<file path="config.mk">
export PLATFORM = sky130hd
export DESIGN_NAME = tqvp_vga_capture
export DESIGN_NICKNAME = d
export VERILOG_FILES = /design/src/rtl/tqvp_vga_capture.sv
export SDC_FILE = /design/constraint.sdc
export NUM_CORES = 1
export LEC_CHECK = 0
export CELL_PAD_IN_SITES_DETAIL_PLACEMENT = 1
export CELL_PAD_IN_SITES_GLOBAL_PLACEMENT = 2
export CORE_UTILIZATION = 41
export CTS_CLUSTER_SIZE = 12
export DETAILED_ROUTE_END_ITERATION = 10
export PLACE_DENSITY_LB_ADDON = 0.25
export SLEW_MARGIN = 20
export SYNTH_ARGS = -nofsm -noshare
export SYNTH_HDL_FRONTEND = slang
export SYNTH_SLANG_ARGS = --single-unit
</file>
<file path="constraint.sdc">
create_clock -name clk -period 8.6 [get_ports clk]
set_input_delay 1.72 -clock clk [delete_from_list [all_inputs] [get_ports clk]]
set_output_delay 1.72 -clock clk [all_outputs]
set_load 0.1 [all_outputs]
</file>
<file path="src/rtl/tqvp_vga_capture.sv">
// rtl/tqvp_vga_capture.sv - 1-bit grid capture of a VGA-style input for TinyQV; optional VGA_CAP_MEASURE_EN adds line/frame timing counters
module tqvp_vga_capture #(
    parameter int PIXEL_COUNT     = 320,
    parameter int SYNC_ACTIVE_LOW = 1
) (
    input  logic        clk,
    input  logic        rst_n,
    input  logic [7:0]  ui_in,
    output logic [7:0]  uo_out,
    input  logic [5:0]  address,
    input  logic [31:0] data_in,
    input  logic [1:0]  data_write_n,
    input  logic [1:0]  data_read_n,
    output logic [31:0] data_out,
    output logic        data_ready,
    output logic        user_interrupt
);
    localparam logic       SYNC_INV = (SYNC_ACTIVE_LOW != 0);
    localparam logic [9:0] PIX_LIM  = 10'(PIXEL_COUNT);
    localparam logic [4:0] WORDS    = 5'(PIXEL_COUNT / 32);

    typedef enum logic [1:0] {IDLE, WAIT_VS, V_SKIP, ACTIVE} state_t;

    // Sync decode: hs/vs read 1 while the sync pulse is asserted
    logic       hs, vs, hs_prev, vs_prev;
    logic       line_start, frame_start;
    logic [5:0] pixel;

    assign hs          = ui_in[7] ^ SYNC_INV;
    assign vs          = ui_in[3] ^ SYNC_INV;
    assign pixel       = {ui_in[6:4], ui_in[2:0]};
    assign line_start  = hs_prev & ~hs;
    assign frame_start = vs_prev & ~vs;

    // Bus decode
    logic       wr_any, wr_32, rd_any;
    logic [3:0] reg_sel;
    logic       ctrl_wr, arm, abort, ack;

    assign wr_any  = (data_write_n != 2'b11);
    assign wr_32   = (data_write_n == 2'b10);
    assign rd_any  = (data_read_n != 2'b11);
    assign reg_sel = address[5:2];
    assign ctrl_wr = wr_any && (reg_sel == 4'd12);
    assign arm     = ctrl_wr & data_in[0];
    assign abort   = ctrl_wr & data_in[1];
    assign ack     = ctrl_wr & data_in[2];

    // Configuration registers
    logic [10:0] h_start;
    logic [6:0]  h_step;
    logic [9:0]  v_start;
    logic [6:0]  v_step;
    logic [5:0]  cols, rows, mask;

    // Capture state
    state_t      state;
    logic        done_flag, short_flag;
    logic [8:0]  index;
    logic [9:0]  line_cnt;
    logic [5:0]  row, col;
    logic [6:0]  vphase;
    logic [10:0] hcount;
    logic [11:0] next_sample;
    logic [PIXEL_COUNT-1:0] buffer;

    // Zero steps/columns behave as one so the capture always makes progress
    logic [6:0]  h_step_eff, v_step_eff;
    logic [5:0]  cols_eff;
    logic        vphase_last, row_done, trunc, sample_fire, sample_bit;
    logic [6:0]  row_next;
    logic [12:0] jump_prod;
    logic [8:0]  jump_index, index_inc;
    logic [10:0] hcount_inc;

    assign h_step_eff  = (h_step == 7'd0) ? 7'd1 : h_step;
    assign v_step_eff  = (v_step == 7'd0) ? 7'd1 : v_step;
    assign cols_eff    = (cols == 6'd0) ? 6'd1 : cols;
    assign vphase_last = (vphase >= v_step_eff - 7'd1);
    assign row_next    = {1'b0, row} + 7'd1;
    assign row_done    = vphase_last && (row_next >= {1'b0, rows});
    assign trunc       = (vphase == 7'd0) && (col < cols_eff);
    assign jump_prod   = {6'd0, row_next} * {7'd0, cols_eff};
    assign jump_index  = (jump_prod > 13'd511) ? 9'd511 : jump_prod[8:0];
    assign index_inc   = (index == 9'd511) ? index : index + 9'd1;
    assign hcount_inc  = (hcount == 11'h7FF) ? hcount : hcount + 11'd1;
    assign sample_bit  = |(pixel & mask);
    assign sample_fire = (state == ACTIVE) && !line_start && !frame_start && !arm && !abort
                         && (vphase == 7'd0) && (col < cols_eff)
                         && ({1'b0, hcount} == next_sample);

    // Previous sync levels for edge detection
    always_ff @(posedge clk) begin
        if (!rst_n) begin
            hs_prev <= 1'b0;
            vs_prev <= 1'b0;
        end else begin
            hs_prev <= hs;
            vs_prev <= vs;
        end
    end

    // Geometry/grid registers, updated only by full-word writes
    always_ff @(posedge clk) begin
        if (!rst_n) begin
            h_start <= 11'd186;
            h_step  <= 7'd52;
            v_start <= 10'd53;
            v_step  <= 7'd48;
            cols    <= 6'd20;
            rows    <= 6'd16;
            mask    <= 6'h3F;
        end else if (wr_32) begin
            case (reg_sel)
                4'd13: begin
                    h_start <= data_in[10:0];
                    h_step  <= data_in[22:16];
                end
                4'd14: begin
                    v_start <= data_in[9:0];
                    v_step  <= data_in[22:16];
                end
                4'd15: begin
                    cols <= data_in[5:0];
                    rows <= data_in[13:8];
                    mask <= data_in[21:16];
                end
                default: ;
            endcase
        end
    end

    // Capture FSM; CPU control writes are applied last so they override capture events
    always_ff @(posedge clk) begin
        if (!rst_n) begin
            state       <= IDLE;
            done_flag   <= 1'b0;
            short_flag  <= 1'b0;
            index       <= 9'd0;
            line_cnt    <= 10'd0;
            row         <= 6'd0;
            col         <= 6'd0;
            vphase      <= 7'd0;
            hcount      <= 11'd0;
            next_sample <= 12'd0;
        end else begin
            // hcount reads 0 on the clock after a line-start edge
            hcount <= line_start ? 11'd0 : hcount_inc;
            case (state)
                IDLE: ;
                WAIT_VS: begin
                    if (frame_start) begin
                        state    <= V_SKIP;
                        line_cnt <= 10'd0;
                    end
                end
                V_SKIP: begin
                    if (frame_start) begin
                        state      <= IDLE;
                        done_flag  <= 1'b1;
                        short_flag <= 1'b1;
                    end else if (line_start) begin
                        line_cnt <= line_cnt + 10'd1;
                        if (line_cnt == v_start) begin
                            if (rows == 6'd0) begin
                                state     <= IDLE;
                                done_flag <= 1'b1;
                            end else begin
                                state       <= ACTIVE;
                                row         <= 6'd0;
                                vphase      <= 7'd0;
                                col         <= 6'd0;
                                next_sample <= {1'b0, h_start};
                            end
                        end
                    end
                end
                ACTIVE: begin
                    if (frame_start) begin
                        state      <= IDLE;
                        done_flag  <= 1'b1;
                        short_flag <= 1'b1;
                    end else if (line_start) begin
                        col         <= 6'd0;
                        next_sample <= {1'b0, h_start};
                        // A sample line that ended early skips to the next row's first bit
                        if (trunc)
                            index <= jump_index;
                        vphase <= vphase_last ? 7'd0 : vphase + 7'd1;
                        if (vphase_last)
                            row <= row_next[5:0];
                        if (row_done) begin
                            state     <= IDLE;
                            done_flag <= 1'b1;
                        end
                    end else if (sample_fire) begin
                        index       <= index_inc;
                        col         <= col + 6'd1;
                        next_sample <= next_sample + {5'd0, h_step_eff};
                    end
                end
                default: state <= IDLE;
            endcase
            if (ack)
                done_flag <= 1'b0;
            if (abort)
                state <= IDLE;
            if (arm) begin
                state      <= WAIT_VS;
                done_flag  <= 1'b0;
                short_flag <= 1'b0;
                index      <= 9'd0;
            end
        end
    end

    // Capture buffer write; samples past the buffer end are dropped
    always_ff @(posedge clk) begin
        if (sample_fire && ({1'b0, index} < PIX_LIM))
            buffer[index] <= sample_bit;
    end

    logic [31:0] measure_word;

`ifdef VGA_CAP_MEASURE_EN
    logic [15:0] period_cnt, period_latched;
    logic [9:0]  frame_lines, frame_lines_latched;

    // Line period and lines-per-frame counters, latched on each line/frame start
    always_ff @(posedge clk) begin
        if (!rst_n) begin
            period_cnt          <= 16'd0;
            period_latched      <= 16'd0;
            frame_lines         <= 10'd0;
            frame_lines_latched <= 10'd0;
        end else begin
            if (line_start) begin
                period_latched <= period_cnt;
                period_cnt     <= 16'd1;
            end else if (period_cnt != 16'hFFFF) begin
                period_cnt <= period_cnt + 16'd1;
            end
            if (frame_start) begin
                frame_lines_latched <= frame_lines;
                frame_lines         <= line_start ? 10'd1 : 10'd0;
            end else if (line_start) begin
                frame_lines <= frame_lines + 10'd1;
            end
        end
    end

    assign measure_word = {6'd0, frame_lines_latched, period_latched};
`else
    assign measure_word = 32'd0;
`endif

    // Combinational register read mux
    logic [31:0] rdata;
    always_comb begin
        rdata = 32'd0;
        case (reg_sel)
            4'd11: rdata = measure_word;
            4'd12: rdata = {7'd0, index, 13'd0, short_flag, done_flag, (state != IDLE)};
            4'd13: rdata = {9'd0, h_step, 5'd0, h_start};
            4'd14: rdata = {9'd0, v_step, 6'd0, v_start};
            4'd15: rdata = {10'd0, mask, 2'd0, rows, 2'd0, cols};
            default: begin
                if ({1'b0, reg_sel} < WORDS)
                    rdata = buffer[{reg_sel, 5'd0} +: 32];
            end
        endcase
    end

    assign data_out       = rd_any ? rdata : 32'd0;
    assign data_ready     = 1'b1;
    assign uo_out         = 8'd0;
    assign user_interrupt = done_flag;

    logic unused_bits;
    assign unused_bits = &{1'b0, address[1:0], data_in[31:23], data_in[15:14]};

endmodule
</file>
-- Word level (Yosys, flattened, before mapping)
Cells that the tools add are included.
- $add $sub $neg: 8
- multipliers: 1
- divide/modulo/power cells: 0
- order comparisons: 8
- equal/unequal tests: 36
- shift operators: 1
- multiplexer cells: 65
- bitwise operators: 10
- reductions and logical operators: 45
- operators with widths (kind ; number):
    $bwmux W320 ; 1
    $shiftx A320 B10 Y32 ; 1
    $pmux W32 S5 ; 1
    $mux W12 ; 7
    $mux W6 ; 11
    $mux W32 ; 2
    $mux W7 ; 9
    $mux W9 ; 5
    $mux W10 ; 3
    $pmux W12 S2 ; 1
    $pmux W6 S2 ; 2
    $ne A2 B2 Y1 const B ; 11
    $logic_not A7 Y1 ; 3
    $eq A4 B4 Y1 const B ; 5
    $ne A5 B5 Y1 const B ; 4
    $pmux W10 S2 ; 1
    $ne A3 B3 Y1 const B ; 6
    $reduce_and A6 Y1 ; 3
    $mux W2 ; 8
    $pmux W7 S2 ; 1
    $reduce_and A7 Y1 ; 2
    $gt A13 B9 Y1 const B ; 1
    $mul A7 B6 Y13 ; 1
    $add A12 B7 Y12 ; 1
    other kinds (42) ; 84
- register bits after elaboration: 440
- bits in latches: 0
- memory bits (writable): 0
- ROM bits: 0
- logic and storage cells: 195
- memories: 0

-- Logic depth before layout (Yosys ltp)
Gate-level depths: netlist of the first run.
- word-level depth: 13
- mapped depth: 19
- depth with buffers taken out: 19

-- Least setup slack after synthesis of the first run
No wires, ideal clock.
- kind: input -> register
- from: input ui_in[2]
- to: register buffer[0] (data pin)
- setup time: 1821 ps
- arrival: 5781 ps
- required time: 6779 ps
- path slack: 998 ps
- stages: 2
- path buffers: 0
- cells stage by stage: a22oi_1 nand3_1
- cells in the longest elaborated chain, start to end: 3
- ends and longest elaborated chain (item ; RTL line ; text):
    from (decl) ; 8 ; input logic [7:0] ui_in,
    $and A6 B6 Y6 ; 87 ; assign sample_bit = |(pixel & mask);
    $reduce_or A6 Y1 ; 87 ;
    named net sample_bit ; 70 ; logic vphase_last, row_done, trunc, sample_fire, sample_bit;
    $bwmux W320 ; 220 ; buffer[index] <= sample_bit;
    to (signal, indexed assignment) ; 220 ;
    to (decl) ; 65 ; logic [PIXEL_COUNT-1:0] buffer;
The timed path passes the listed nets, and every way through them passes these cells.
A chain may end at the register's enable or synchronous reset.

-- Worst setup path in the final report of the first run
- from: input address[5]
- to: output data_out[15]
- cells in the longest elaborated chain, start to end: 4
- ends and longest elaborated chain (item ; RTL line ; text):
    from (decl) ; 10 ; input logic [5:0] address,
    $shiftx A320 B10 Y32 / $lt A4 B4 Y1 (equally long branches) ; 269, 268 ;
    $mux W32 ; 268 ; if ({1'b0, reg_sel} < WORDS)
    $pmux W32 S5 * ; 261 ; case (reg_sel)
    $mux W32 * ; 274 ; assign data_out = rd_any ? rdata : 32'd0;
    to (decl) ; 14 ; output logic [31:0] data_out,
Mark *: on every way between the ends. The rest lies on a longest branch, timed or not.

==> flow_summary_export.csv, run 1 <==
group,metric,value,unit
floorplanning,die-area,55400,sq um
synth,synth_mux_area_share,7.93,%
synth,yosys_warnings,0,
synth,synth.top_cell.area_share,43.0,%
pwr,p_leak,0.00793,uW
synth,synth-simple-area-share,17.2,%
synth,synth_seq_cells,440,
final_layout,syn_to_final_growth,11.5,%
setup_path,critPathKind,"input port to output pin",
floorplanning,core_area,53800,sq um
clock_tree,postCtsSetupRepairBufs,0,
final_layout,drive_gt1_share,9.98,%
route,drt-total-wl,69.4,mm
setup_path,cp.required,6.88,ns
status,outcome,"complete, no violations",
timing,skew,0.0416,ns
hold_path,hold_class,"register to register",
clock_tree,cts_root_buf,"clkbuf_16",
timing,finalCriticalPeriod,6.71,ns
clock_tree,numClockSinks,440,
floorplanning,start_util,41.5,%
timing,maxSlewHeadroom,25.8,%
route,initialDrtViolationCount,1112,
synth,synth-compound-area-share,9.07,%
timing,rsz0062_at_grt,"no",
clock_tree,cts_hold_buf,0,
timing,setup-tns-final,0,ns
timing,drv_slew,0,
pwr,p_per_area,186,nW/um^2
setup_path,critPathCaptureType,"output pin",
route,detail_route.vias_per_cell,5.81,
clock_tree,cts.reportedPaths.clkPinSlew,0.06,ns
timing,setup_viol_count_final,0,
synth,synth_xor_area_share,2.28,%
synth,ys_seq_area_share,53.8,%
setup_path,cp-start-kind,"input port",
synth,synth_top_family_by_area,"simple AND/OR/NAND/NOR gates",
route,avgRoutedWirePerCell,24.7,microns
global_route,antenna_found_initial,2,
timing,fmax,0.149,GHz
synth,yosys_most_used_dff,"edfxtp_1",
synth,synthCells,2089,
synth,synthAdderAreaFrac,5.22,%
final_layout,insertedDiodeCount,0,
timing,hold_violations,0,
global_route,grt_pass1_wl,105,mm
clock_tree,cts_tree,"yes",
setup_path,cp.arrival,4.99,ns
clock_tree,insertion_delay,0.62,ns
route,drc,0,
setup_path,critical_path.max_fanout,32,
final_layout,final_nets,2215,
global_route,grt_use_total,25.1,%
placement,place_hpwl,46.3,mm
global_route,gr-total-overflow,0,
placement,place_congestion,0.850,
synth,synth_area_leaders,"edfxtp_1, dfxtp_1, nor2_1, mux4_2, nand2_1",
synth,async_flop_share,0,%
floorplanning,die_y,235,microns
synth,synthesis.area,22300,sq um
setup_path,worstRegToRegCells,16,
floorplanning,die_x,235,microns
synth,avgSynthCellArea,10.7,sq um
clock_tree,post_cts_resized,0,
synth,yosysTopAreaCell,"edfxtp_1",
synth,synth_cell_type_count,80,
global_route,grt_pass1_vias,16700,
route,firstDrtPassIters,5,
global_route,grt_max_degree,321,
route,via_count,16300,
timing,tightest_slew,1.11,ns
clock_tree,clk_path_buf_depth,3,
floorplanning,num_rows,85,
hold_path,min_path_cells,2,
floorplanning,io-pin-count,94,
clock_tree,numCtsBuffers,48,
final_layout,stdcell_count,2811,
pwr,vdd_drop_max,0.141,mV
flow_run,cap_violations,0,
clock_tree,h-tree-depth,2,
timing,fin_crit_sh,78.0,%
placement,placed_cells,2725,
route,ant_nets,0,
synth,synth-edff-count,320,
placement,port_buffers,71,
==> layer usage <==
layer  vias up  GRT usage, %  share of wire, %
met5         -             0             0.035
met4         4          7.43               2.8
met3       120          3.28               5.1
met2       441          42.8                49
met1      8361          33.2                43
li1       7413             -                 -
==> critical path, cell delays in order <==
cell             delay, ns
buf_2                 0.61
nand2_1               0.79
o22ai_1               0.53
and2_1                0.18
clkdlybuf4s50_1       1.14
==> synthesized netlist by cell type (4+ instances only) <==
cell      instances
o31ai_1           5
a221o_1           7
xor2_1           29
nand2_1         206
dfxtp_1         120
or3_1             6
a22o_1            9
or2_2             4
mux2_2            8
nand3_1          53
buf_1             4
clkbuf_1         95
mux4_2           52
edfxtp_1        320
o21a_1            4
a22oi_1          17
inv_1            65
xnor2_1          29
a31o_2            5
nand4_1          33
and2_1           31
a211oi_1         27
fa_1             22
o22ai_1          23
nor2b_1          27
o21ai_0          28
and3_1           13
nor3_1           34
nor4_1            6
buf_4            11
a41oi_1           6
buf_2            47
mux2i_1          51
a31oi_1           9
a21o_1            4
nand2b_1         15
nor3b_1           5
a221oi_1         17
nor2_1          427
o221a_2           8
a21oi_1          87
o211ai_1          7
ha_1             58
==> final cells by class <==
class / instances / area (sq um)
Clock buffer: 59 / 1240
Clock inverter: 23 / 236
Fill cell: 5785 / 28900
Multi-Input combinational cell: 1429 / 9380
Tap cell: 696 / 871
Sequential cell: 440 / 12000
Timing Repair Buffer: 98 / 902
Inverter: 66 / 248
==> cell families (layout without fill, tap and decap cells) <==
group,count (synthesis),count (layout)
AOI/OAI and AO/OA,295,295
xor gates and xnor gates,58,58
adders and majority gates,80,80
buffers and inverters,227,246
DFF,440,440
muxes,111,111
other,2,9
and+or+nand+nor,876,876
==> flip-flops by register name, indices dropped and copies added, names as in the netlist <==
register and count:
h_start 11, cols 6, hcount 11, line_cnt 10
v_step 7, short_flag 1, vphase 7, mask 6
v_start 10, row 6, vs_prev 1, rows 6
index 9, col 6, state 2, user_interrupt 1
h_step 7, next_sample 12, hs_prev 1, buffer 320
==> worst paths after layout <==
path                    from           end  slack (ns)
setup / recovery  address[5]  data_out[15]        1.89
hold / removal     h_step[0]     h_step[0]        0.49
setup reg to reg      row[0]      index[0]        2.69
hold reg to reg    h_step[0]     h_step[0]        0.49
==> layout by cell type (no fill, tap or decap), types with 31 or more instances in the layout <==
cell type and instances:
nand2_1 206, nand3_1 50, edfxtp_1 320, nor2_1 427, mux4_2 52, nor3_1 34, clkdlybuf4s50_1 47, a21oi_1 87
dfxtp_1 120, buf_4 44, ha_1 58, and2_1 31, nand4_1 33, clkbuf_16 48, inv_1 64, mux2i_1 51
==> per-stage QoR <==
stage	total power, uW	cell area [sq um]	hold slack (ns)	worst slack (ns)	utilization (%)
6_report	4630	24900	0.488	1.89	46.3
5_1_grt	4750	24900	0.508	1.75	46.3
4_1_cts	4670	24800	0.489	1.85	46.1
3_5_place_dp	2680	23300	0.463	1.86	43.4
3_3_place_gp	2680	23300	0.461	1.85	43.4
2_1_floorplan	2560	22400	0.437	0.998	-
==> power breakdown <==
group	switching, uW	internal [uW]	leakage [uW]
clock	882	1120	0.000718
combinational	271	102	0.00388
sequential	6.59	2260	0.00333
total	1160	3470	0.00793
Note: power is estimated with default switching activity, not from simulation.
==> run 2, diff against run 1 <==
==> constraint.sdc (replaced) <==
create_clock -name clk -period 6.96 [get_ports clk]
set_input_delay 1.392 -clock clk [delete_from_list [all_inputs] [get_ports clk]]
set_output_delay 1.392 -clock clk [all_outputs]
set_load 0.1 [all_outputs]
==> flow_summary_export.csv, run 2 (synthesized netlist as in run 1, its figures left out) <==
group,metric,value,unit
final_layout,fillCellCount,5763,
global_route,grt_pass1_vias,17000,
clock_tree,clk_path_buf_depth,3,
final_layout,regMostFlops,"buffer",
route,firstDrtPassIters,5,
final_layout,largestRegisters,"buffer x320, next_sample x12",
timing,rsz0062_at_grt,"no",
clock_tree,h-tree-depth,2,
clock_tree,cts.reportedPaths.clkPinSlew,0.06,ns
final_layout,drive_gt1_share,11.5,%
pwr,p_sw,1440,uW
placement,port_buffers,71,
setup_path,critPathCaptureType,"register",
timing,fin_crit_sh,81.6,%
timing,hold_violations,0,
floorplanning,core_area,53800,sq um
timing,tightest_slew,1.13,ns
pwr,comb_power_share,8.4,%
status,outcome,"complete, no violations",
pwr,p_leak,0.00818,uW
clock_tree,numCtsBuffers,49,
timing,maxSlewHeadroom,24.2,%
final_layout,final_nets,2235,
timing,setup_viol_count_final,0,
pwr,clockPowerShare,44.7,%
flow_run,cap_violations,0,
route,detail_route.vias_per_cell,5.78,
setup_path,critPathMaxStageDelay,0.57,ns
clock_tree,postCtsSetupRepairBufs,0,
pwr,p_sw_share,24.2,%
setup_path,timing.critical_path.mode_cell,"fa_1",
setup_path,critical_path.top_delay_family,"adder cells",
floorplanning,die_x,235,microns
timing,skew,0.0296,ns
final_layout,insertedDiodeCount,0,
floorplanning,io-pin-count,94,
clock_tree,cts_root_buf,"clkbuf_16",
global_route,gr-total-overflow,0,
route,initialDrtViolationCount,1213,
route,ant_nets,0,
clock_tree,cts_tree,"yes",
placement,place_congestion,0.841,
floorplanning,die_y,235,microns
route,drt-total-wl,70.6,mm
setup_path,critical_path.max_fanout,12,
clock_tree,post_cts_resized,0,
final_layout,syn_to_final_growth,13.8,%
pwr,internal-power,4520,uW
floorplanning,num_rows,85,
pwr,vdd_drop_max,0.171,mV
final_layout,layout_common_cells,"nor2_1, edfxtp_1, nand2_1, dfxtp_1, a21oi_1",
setup_path,cp.arrival,6.18,ns
final_layout,final_common_cell,"nor2_1",
setup_path,cp_num_buf_inv,3,
setup_path,worstPathCellList,"buf_4 -> ha_1 -> xor2_1 -> and2_1 -> fa_1 -> fa_1 -> inv_1 -> fa_1 -> inv_1 -> ha_1 -> o21ai_0 -> o211ai_1 -> a31oi_1 -> nor3_1 -> nand4b_2 -> or4_1 -> and3_1",
clock_tree,insertion_delay,0.61,ns
floorplanning,die-area,55400,sq um
timing,fmax,0.176,GHz
pwr,power,5970,uW
clock_tree,numClockSinks,440,
pwr,seq_power_share,46.8,%
timing,drv_slew,0,
floorplanning,start_util,41.5,%
setup_path,slowest_stage,"fa_1",
route,avgRoutedWirePerCell,24.9,microns
global_route,grt_use_total,25.6,%
route,via_count,16400,
global_route,grt_pass1_wl,107,mm
global_route,antenna_found_initial,1,
placement,place_hpwl,47.2,mm
pwr,p_per_area,235,nW/um^2
setup_path,cp-start-kind,"register",
timing,setup-tns-final,0,ns
setup_path,cp.required,7.46,ns
hold_path,hold_class,"register to register",
global_route,grt_max_degree,120,
clock_tree,cts_hold_buf,0,
setup_path,critPathKind,"register to register",
timing,finalCriticalPeriod,5.68,ns
final_layout,largest_register_ffs,320,
route,drc,0,
==> run 2: area by class of cell <==
type                    instances  area, sq um  area share (%)
flip-flops and latches        440        12000            47.3
repair buffers                117         1260            4.95
multi-input cells            1429         9380            36.9
inverters                      66          248           0.975
clock inverters                22          288            1.13
well taps                     696          871            3.43
clock buffers                  64         1340            5.29
==> run 2: path summary, 6_finish.rpt <==
| kind | startpoint | depth (start not counted) | to | slack, ns |
|---|---|---|---|---|
| max | row[0] | 17 | index[0] | 1.28 |
| min | short_flag | 2 | short_flag | 0.48 |
| max reg2reg | row[0] | 17 | index[0] | 1.28 |
| min reg2reg | short_flag | 2 | short_flag | 0.48 |
==> run 2: worst min-delay path, delay by kind of cell, from the launching register on <==
family          cells  cell delay [ns]
flops               1             0.33
compound gates      1             0.04
simple gates        1             0.07
==> run 2: routing by layer <==
metal	part of all wire [%]	track usage, %	routed length [microns]
met2	49	43.4	34800
met4	2.9	8.12	2050
met3	5.3	3.37	3760
met1	43	33.9	30000
met5	0.016	0	11
==> run 2: stage by stage <==
stage / hold WS, ns / util [%] / area (sq um) / std cells / setup slack (ns)
final: 0.480 / 47.2 / 25400 / 2834 / 1.28
after global routing: 0.501 / 47.2 / 25400 / 2834 / 0.905
after CTS: 0.472 / 47.2 / 25400 / 2834 / 1.25
after detailed placement: 0.459 / 44.2 / 23800 / 2748 / 1.30
after global placement: 0.465 / 44.2 / 23800 / 2748 / 1.37
after floorplan: 0.437 / - / 22400 / 2096 / 0.574
==> run 2: power by group through the flow <==
| stage | clock, uW | combinational [uW] | sequential [uW] |
|---|---|---|---|
| after CTS | 2720 | 506 | 2790 |
| final | 2670 | 504 | 2790 |
| after global routing | 2810 | 523 | 2790 |
| after floorplan | 0 | 319 | 2850 |
| after detailed placement | 0 | 504 | 2850 |
| after global placement | 0 | 500 | 2850 |
